--- src/rtl/ctrl_pkg.sv ---
// ----------------------------------------------------------------------------
// ctrl_pkg
// Shared definitions for the multi-cycle control FSM:
//   - state_t   : FSM state encoding (also exposed on the debug state port)
//   - OP_*      : instruction opcodes (IR[31:26]) understood by the controller
//   - ALUOP_*   : encodings expected by the downstream ALU-control decoder
//   - PCSRC_* / ALUSRCB_* : datapath mux select encodings
//   - ctrl_t    : bundle of all control outputs
//   - decode_next() : DECODE-state dispatch; FETCH marks an unsupported opcode
// ----------------------------------------------------------------------------
package ctrl_pkg;

    typedef enum logic [3:0] {
        S_FETCH    = 4'd0,
        S_DECODE   = 4'd1,
        S_MEMADR   = 4'd2,
        S_MEMREAD  = 4'd3,
        S_MEMWB    = 4'd4,
        S_MEMWRITE = 4'd5,
        S_EXEC     = 4'd6,
        S_ALUWB    = 4'd7,
        S_BRANCH   = 4'd8,
        S_IMMEX    = 4'd9,
        S_IMMWB    = 4'd10,
        S_JUMP     = 4'd11
    } state_t;

    localparam logic [5:0] OP_RTYPE = 6'b000000;
    localparam logic [5:0] OP_J     = 6'b000010;
    localparam logic [5:0] OP_BEQ   = 6'b000100;
    localparam logic [5:0] OP_BNE   = 6'b000101;
    localparam logic [5:0] OP_ADDI  = 6'b001000;
    localparam logic [5:0] OP_SLTI  = 6'b001010;
    localparam logic [5:0] OP_SLTIU = 6'b001011;
    localparam logic [5:0] OP_ANDI  = 6'b001100;
    localparam logic [5:0] OP_ORI   = 6'b001101;
    localparam logic [5:0] OP_XORI  = 6'b001110;
    localparam logic [5:0] OP_LW    = 6'b100011;
    localparam logic [5:0] OP_SW    = 6'b101011;

    localparam logic [3:0] ALUOP_RTYPE = 4'b0000;
    localparam logic [3:0] ALUOP_BEQ   = 4'b0100;
    localparam logic [3:0] ALUOP_BNE   = 4'b0101;
    localparam logic [3:0] ALUOP_ADD   = 4'b1000;

    localparam logic [1:0] PCSRC_ALU    = 2'b00;
    localparam logic [1:0] PCSRC_ALUOUT = 2'b01;
    localparam logic [1:0] PCSRC_JUMP   = 2'b10;

    localparam logic [1:0] ALUSRCB_REG   = 2'b00;
    localparam logic [1:0] ALUSRCB_FOUR  = 2'b01;
    localparam logic [1:0] ALUSRCB_IMM   = 2'b10;
    localparam logic [1:0] ALUSRCB_IMMSH = 2'b11;

    typedef struct packed {
        logic       iord;
        logic       mem_write;
        logic       ir_write;
        logic       pc_write;
        logic       branch;
        logic       branch_ne;
        logic       alu_src_a;
        logic       reg_dst;
        logic       mem_to_reg;
        logic       reg_write;
        logic [1:0] pc_src;
        logic [1:0] alu_src_b;
        logic [3:0] alu_op;
    } ctrl_t;

    // Every supported opcode leaves DECODE for a non-FETCH state, so a
    // FETCH result doubles as the "unsupported opcode" indication.
    function automatic state_t decode_next(input logic [5:0] op);
        state_t nxt;
        case (op)
            OP_LW, OP_SW:                  nxt = S_MEMADR;
            OP_RTYPE:                      nxt = S_EXEC;
            OP_BEQ, OP_BNE:                nxt = S_BRANCH;
            OP_ADDI, OP_SLTI, OP_SLTIU,
            OP_ANDI, OP_ORI, OP_XORI:      nxt = S_IMMEX;
            OP_J:                          nxt = S_JUMP;
            default:                       nxt = S_FETCH;
        endcase
        return nxt;
    endfunction

endpackage

--- src/rtl/ctrl_fsm_out.sv ---
// ----------------------------------------------------------------------------
// ctrl_fsm_out
// Combinational output decoder of the control FSM (Moore, except FETCH
// gating IRWrite/PCWrite on mem_ready).
// Ports:
//   i_state     : current FSM state
//   i_op_q      : opcode latched in DECODE
//   i_mem_ready : memory handshake
//   o_ctrl      : full control-signal bundle
// ----------------------------------------------------------------------------
module ctrl_fsm_out
    import ctrl_pkg::*;
(
    input  state_t     i_state,
    input  logic [5:0] i_op_q,
    input  logic       i_mem_ready,
    output ctrl_t      o_ctrl
);

    // Map state / latched opcode to control signals; all-zero with ALU add as base.
    always_comb begin
        o_ctrl        = '0;
        o_ctrl.alu_op = ALUOP_ADD;
        case (i_state)
            S_FETCH: begin
                o_ctrl.alu_src_b = ALUSRCB_FOUR;
                o_ctrl.pc_src    = PCSRC_ALU;
                o_ctrl.ir_write  = i_mem_ready;
                o_ctrl.pc_write  = i_mem_ready;
            end
            S_DECODE: begin
                // Precompute the branch target while the opcode is decoded.
                o_ctrl.alu_src_b = ALUSRCB_IMMSH;
            end
            S_MEMADR: begin
                // Address add is fixed: sw[3:0] would alias the sltiu ALUOp.
                o_ctrl.alu_src_a = 1'b1;
                o_ctrl.alu_src_b = ALUSRCB_IMM;
            end
            S_MEMREAD: begin
                o_ctrl.iord = 1'b1;
            end
            S_MEMWB: begin
                o_ctrl.mem_to_reg = 1'b1;
                o_ctrl.reg_write  = 1'b1;
            end
            S_MEMWRITE: begin
                o_ctrl.iord      = 1'b1;
                o_ctrl.mem_write = 1'b1;
            end
            S_EXEC: begin
                o_ctrl.alu_src_a = 1'b1;
                o_ctrl.alu_src_b = ALUSRCB_REG;
                o_ctrl.alu_op    = ALUOP_RTYPE;
            end
            S_ALUWB: begin
                o_ctrl.reg_dst   = 1'b1;
                o_ctrl.reg_write = 1'b1;
            end
            S_BRANCH: begin
                o_ctrl.alu_src_a = 1'b1;
                o_ctrl.alu_src_b = ALUSRCB_REG;
                o_ctrl.pc_src    = PCSRC_ALUOUT;
                if (i_op_q == OP_BNE) begin
                    o_ctrl.alu_op    = ALUOP_BNE;
                    o_ctrl.branch_ne = 1'b1;
                end else if (i_op_q == OP_BEQ) begin
                    o_ctrl.alu_op = ALUOP_BEQ;
                    o_ctrl.branch = 1'b1;
                end else begin
                    o_ctrl.alu_op = ALUOP_ADD;
                end
            end
            S_IMMEX: begin
                // Immediate opcodes carry their ALU operation in the low nibble.
                o_ctrl.alu_src_a = 1'b1;
                o_ctrl.alu_src_b = ALUSRCB_IMM;
                o_ctrl.alu_op    = i_op_q[3:0];
            end
            S_IMMWB: begin
                o_ctrl.reg_write = 1'b1;
            end
            S_JUMP: begin
                o_ctrl.pc_src   = PCSRC_JUMP;
                o_ctrl.pc_write = 1'b1;
            end
            default: begin
                o_ctrl.alu_op = ALUOP_ADD;
            end
        endcase
    end

endmodule

--- src/rtl/ctrl_fsm.sv ---
// ----------------------------------------------------------------------------
// ctrl_fsm
// Multi-cycle processor control FSM. Holds the state register, the opcode
// latched in DECODE (op_q) and a sticky illegal-opcode flag; output decode
// lives in ctrl_fsm_out.
// Ports:
//   clk, rst_n       : clock, synchronous active-low reset
//   opcode[5:0]      : IR[31:26], valid from DECODE onward
//   mem_ready        : memory access completes in the cycle it is high
//   IorD .. RegWrite : 1-bit datapath controls
//   PCSrc, ALUSrcB   : 2-bit mux selects
//   ALUOp[3:0]       : ALU-control decoder operation
//   illegal          : sticky unsupported-opcode flag
//   state[3:0]       : current state for debug
// ----------------------------------------------------------------------------
module ctrl_fsm
    import ctrl_pkg::*;
(
    input  logic       clk,
    input  logic       rst_n,
    input  logic [5:0] opcode,
    input  logic       mem_ready,
    output logic       IorD,
    output logic       MemWrite,
    output logic       IRWrite,
    output logic       PCWrite,
    output logic       Branch,
    output logic       BranchNe,
    output logic       ALUSrcA,
    output logic       RegDst,
    output logic       MemtoReg,
    output logic       RegWrite,
    output logic [1:0] PCSrc,
    output logic [1:0] ALUSrcB,
    output logic [3:0] ALUOp,
    output logic       illegal,
    output logic [3:0] state
);

    state_t     r_state;
    state_t     w_next;
    state_t     w_dec_next;
    logic [5:0] r_op_q;
    logic       r_illegal;
    ctrl_t      w_ctrl;

    assign w_dec_next = decode_next(opcode);

    // Next-state logic; unknown encodings recover to FETCH.
    always_comb begin
        w_next = S_FETCH;
        case (r_state)
            S_FETCH:    w_next = mem_ready ? S_DECODE : S_FETCH;
            S_DECODE:   w_next = w_dec_next;
            S_MEMADR: begin
                if (r_op_q == OP_LW) begin
                    w_next = S_MEMREAD;
                end else if (r_op_q == OP_SW) begin
                    w_next = S_MEMWRITE;
                end else begin
                    w_next = S_FETCH;
                end
            end
            S_MEMREAD:  w_next = mem_ready ? S_MEMWB : S_MEMREAD;
            S_MEMWRITE: w_next = mem_ready ? S_FETCH : S_MEMWRITE;
            S_EXEC:     w_next = S_ALUWB;
            S_IMMEX:    w_next = S_IMMWB;
            S_MEMWB,
            S_ALUWB,
            S_IMMWB,
            S_BRANCH,
            S_JUMP:     w_next = S_FETCH;
            default:    w_next = S_FETCH;
        endcase
    end

    // State register, opcode latch and sticky illegal flag.
    always_ff @(posedge clk) begin
        if (!rst_n) begin
            r_state   <= S_FETCH;
            r_op_q    <= 6'd0;
            r_illegal <= 1'b0;
        end else begin
            r_state <= w_next;
            if (r_state == S_DECODE) begin
                r_op_q <= opcode;
                if (w_dec_next == S_FETCH) begin
                    r_illegal <= 1'b1;
                end
            end
        end
    end

    ctrl_fsm_out u_out (
        .i_state     (r_state),
        .i_op_q      (r_op_q),
        .i_mem_ready (mem_ready),
        .o_ctrl      (w_ctrl)
    );

    // Write enables are forced low while reset is held, so a reset asserted
    // mid-access never leaves a stray write strobe active.
    assign IorD     = w_ctrl.iord;
    assign MemWrite = w_ctrl.mem_write & rst_n;
    assign IRWrite  = w_ctrl.ir_write  & rst_n;
    assign PCWrite  = w_ctrl.pc_write  & rst_n;
    assign Branch   = w_ctrl.branch;
    assign BranchNe = w_ctrl.branch_ne;
    assign ALUSrcA  = w_ctrl.alu_src_a;
    assign RegDst   = w_ctrl.reg_dst;
    assign MemtoReg = w_ctrl.mem_to_reg;
    assign RegWrite = w_ctrl.reg_write & rst_n;
    assign PCSrc    = w_ctrl.pc_src;
    assign ALUSrcB  = w_ctrl.alu_src_b;
    assign ALUOp    = w_ctrl.alu_op;
    assign illegal  = r_illegal;
    assign state    = r_state;

endmodule

--- config.mk ---
export PLATFORM = sky130hd
export DESIGN_NAME = ctrl_fsm
export DESIGN_NICKNAME = d
export VERILOG_FILES = /design/src/rtl/ctrl_pkg.sv /design/src/rtl/ctrl_fsm_out.sv /design/src/rtl/ctrl_fsm.sv
export SDC_FILE = /design/constraint.sdc
export NUM_CORES = 1
export LEC_CHECK = 0
export CAP_MARGIN = 20
export CORE_MARGIN = 2
export CORE_UTILIZATION = 30
export DETAILED_ROUTE_END_ITERATION = 7
export PLACE_DENSITY = 0.68
export SYNTH_ARGS = -nofsm -noshare
export SYNTH_HDL_FRONTEND = slang
export SYNTH_HIERARCHICAL = 1
export SYNTH_SLANG_ARGS = --single-unit
export TNS_END_PERCENT = 50
--- constraint.sdc ---
create_clock -name clk -period 2.03 [get_ports clk]
set_clock_uncertainty 0.1 [all_clocks]
set_input_delay 0.609 -clock clk [delete_from_list [all_inputs] [get_ports clk]]
set_output_delay 0.609 -clock clk [all_outputs]
set_load 0.02 [all_outputs]
==> impl_results.md <==
- Clock Tree Buf Depth: 2
- Req. time, crit path: 1.32 ns
- Final Slew Violations: 0
- Crit path kind: reg -> out
- Lkg Pwr: 0.677 nW
- Worst r2r path cells: 6
- Filler Cells Inserted: 285
- ANT nets after route: 0
- Distinct cells, synth: 41
- Std cell rows: 20
- Min-Delay Path Depth: 2
- Multi-input gate area: 727 um2
- Routed WL: 2760 um
- Drt first pass iters: 4
- Clock sink total: 11
- Status: finished with violations
- Final worst path period need: 2.24 ns
- Synth Area per Inst: 7.50 um2
- Max-Cap Viols: 0
- Post-synth EDFFs: 0
- Cell Area, Synth: 930 um2
- Crit Reg-Reg Startpoint: state[2]$_SDFF_PN0_
- Dpl cells: 211
- Hold Startpoint: illegal$_SDFFE_PN0P_
- IR Drop Worst-Case VDD: 0.000173 V
- Synth async-reset ratio: 0
- Tcrit/Tclk final: 1.10
- Synth area leader: dfxtp_1
- Yosys top cell area share: 0.237
- Crit path max fanout: 5
- Ant diodes: 0
- Wire length per cell: 12.5 um
- Starting Density: 0.310
- Core Util, Final: 0.529
- Ys flop type: dfxtp_1
- R2R Setup Slk: 0.30 ns
- Final hold vios: 0
- Final cell count without fillers: 221
- Synth top area cells: dfxtp_1, nand2_1, nand2b_1
- Syn. warnings: 6
- GR Util All Layers: 0.161
- Post-DR vias/cell: 5.11
- Mapped Cells: 124
- Startpoint types: register
- PwrDens: 374 mW/mm2
- First-pass GRT wire length: 4480 um
- Violated checks: negative setup slack
- Final Setup Violations: 8
- CTS tree: yes
- Initial antenna violation count: 0
- Rel. slew slack: 0.731
- Number of global-route vias before repair: 1089
- IO buf count: 31
- Chip Height: 59.7 um
- Nets@finish: 198
- Die area: 0.00356 mm2
- Vias: 1129
- CP Capture Type: output port
- Die X: 59.7 um
- CTS buffer count: 3
- Register area share after synthesis: 0.237
- Grt ovf: 0
- HPWL after DPL: 2110 um
- Flip-flop and latch area: 234 um2
- Placer Congestion: 0.863
- Worst skew pair latency: 0.26 ns
- Largest net degree at the start of global routing: 15
- Syn_nets: 133
- H-tree level count: 1
- Core ar.: 0.00300 mm2
- Setup ws final: -0.210 ns
- Worst Path Arrival: 1.53 ns
- Syn-to-layout area delta: 70.9%
- Clock Root Buffer: clkbuf_4
- FMAX: 446 MHz
- Number of I/O pins: 32
- CTS clk-pin slew, worst paths: 0.07 ns
- Worst Hold End: illegal$_SDFFE_PN0P_
- Hold WC Path Type: reg -> reg
- Share of cells above drive strength 1: 0.463
- Violation count after the first detailed-route iteration: 22
- Number of remaining DRC errors: 0
- Unrepaired setup endpoints after global routing: true
- Slew @ Worst Pin: 0.402 ns
- Reg2reg end: state[1]$_SDFF_PN0_
- Post-synthesis register bit count: 11
- Hold_buf cts: 0
-- critical path, cell delays in order, from the launching register on --
cell and delay, ns:
dfxtp_4 0.36, nand2b_4 0.15, or2_4 0.27, o32a_1 0.35, buf_6 0.14
-- repair_timing --
action	CTS	global route
pin swaps	4	1
resized for setup	106	14
endpoints found under the setup margin	22	16
setup buffers	6	0
-- metrics by stage --
step                cell area [um2]  hold slack, ns  power [W]  worst slack [ns]  setup TNS, ns
global route                   1590           0.434   0.000626            -0.251          -1.54
detailed placement             1480           0.401   0.000444            -0.804          -5.64
CTS                            1560           0.423   0.000593            -0.195         -0.879
finish                         1590           0.418   0.000594            -0.210         -0.932
global placement               1480           0.394   0.000439            -0.793          -5.31
floorplan                       958           0.352   0.000352           -0.0320        -0.0640
-- cell families (layout without fill, tap and decap cells) --
family | Yosys count | count (layout) | synth area share
mux | 2 | 2 | 0.0215
flops | 11 | 11 | 0.237
simple gates | 68 | 68 | 0.447
xor+xnor | 2 | 2 | 0.0188
buf+inv | 9 | 73 | 0.0565
compound gates | 32 | 32 | 0.219
-- final cells by class --
class / instances / area share
timing repair buffer: 66 / 0.346
clock buffer: 4 / 0.0165
tap: 33 / 0.0260
inverter: 3 / 0.00709
multi-input combinational: 104 / 0.457
sequential: 11 / 0.147
-- cell usage after synthesis, types with 2 or more instances --
cell type / count
a21boi_0: 4
a21boi_1: 3
a21oi_1: 9
a31oi_1: 2
and2_1: 5
buf_2: 3
buf_6: 2
dfxtp_1: 11
inv_1: 3
mux2i_1: 2
nand2_1: 19
nand2b_1: 8
nor2_1: 9
nor3_1: 4
nor3_2: 2
nor3b_1: 4
nor4_1: 2
o21ai_0: 6
o21ai_1: 2
or2_2: 2
xnor2_1: 2
-- registers in the layout (all words and copies together), names as in the netlist --
| signal | count |
|---|---|
| state | 4 |
| r_op_q | 6 |
| illegal | 1 |
-- per-layer routing --
layer,wire [um],GRT usage,up-vias
li1,-,-,565
met2,1410,0.309,45
met5,0,0,-
met4,56,0.0603,0
met1,1120,0.172,513
met3,176,0.0281,6
-- power breakdown --
group          total [W]  switching, W  leakage (nW)  internal, W
sequential      0.000240     0.0000135        0.0929     0.000227
clock           0.000144     0.0000677        0.0150    0.0000758
combinational   0.000210     0.0000994         0.569     0.000111
total           0.000594      0.000181         0.677     0.000413
-- cells in the final DEF, fill, tap and decap left out, types with 5 or more instances in the layout --
master / Yosys / routed
dlygate4sd2_1: 0 / 5
buf_6: 2 / 10
nand2b_1: 8 / 6
nand2_1: 19 / 19
clkdlybuf4s50_1: 0 / 7
o21ai_0: 6 / 6
nor2_1: 9 / 6
buf_4: 0 / 39
a21oi_1: 9 / 7
dfxtp_1: 11 / 6
-- worst max-delay path by stage --
stage / startpoint / to / slack (ns)
floorplan: state[2]$_SDFF_PN0_ / ALUOp[0] / -0.03
global placement: mem_ready / PCWrite / -0.79
detailed placement: mem_ready / PCWrite / -0.80
CTS: r_op_q[1]$_SDFFE_PN0P_ / ALUOp[3] / -0.19
global route: r_op_q[1]$_SDFFE_PN0P_ / ALUOp[3] / -0.25
finish: state[2]$_SDFF_PN0_ / ALUOp[3] / -0.21
Power figures use the tool's default switching activity.
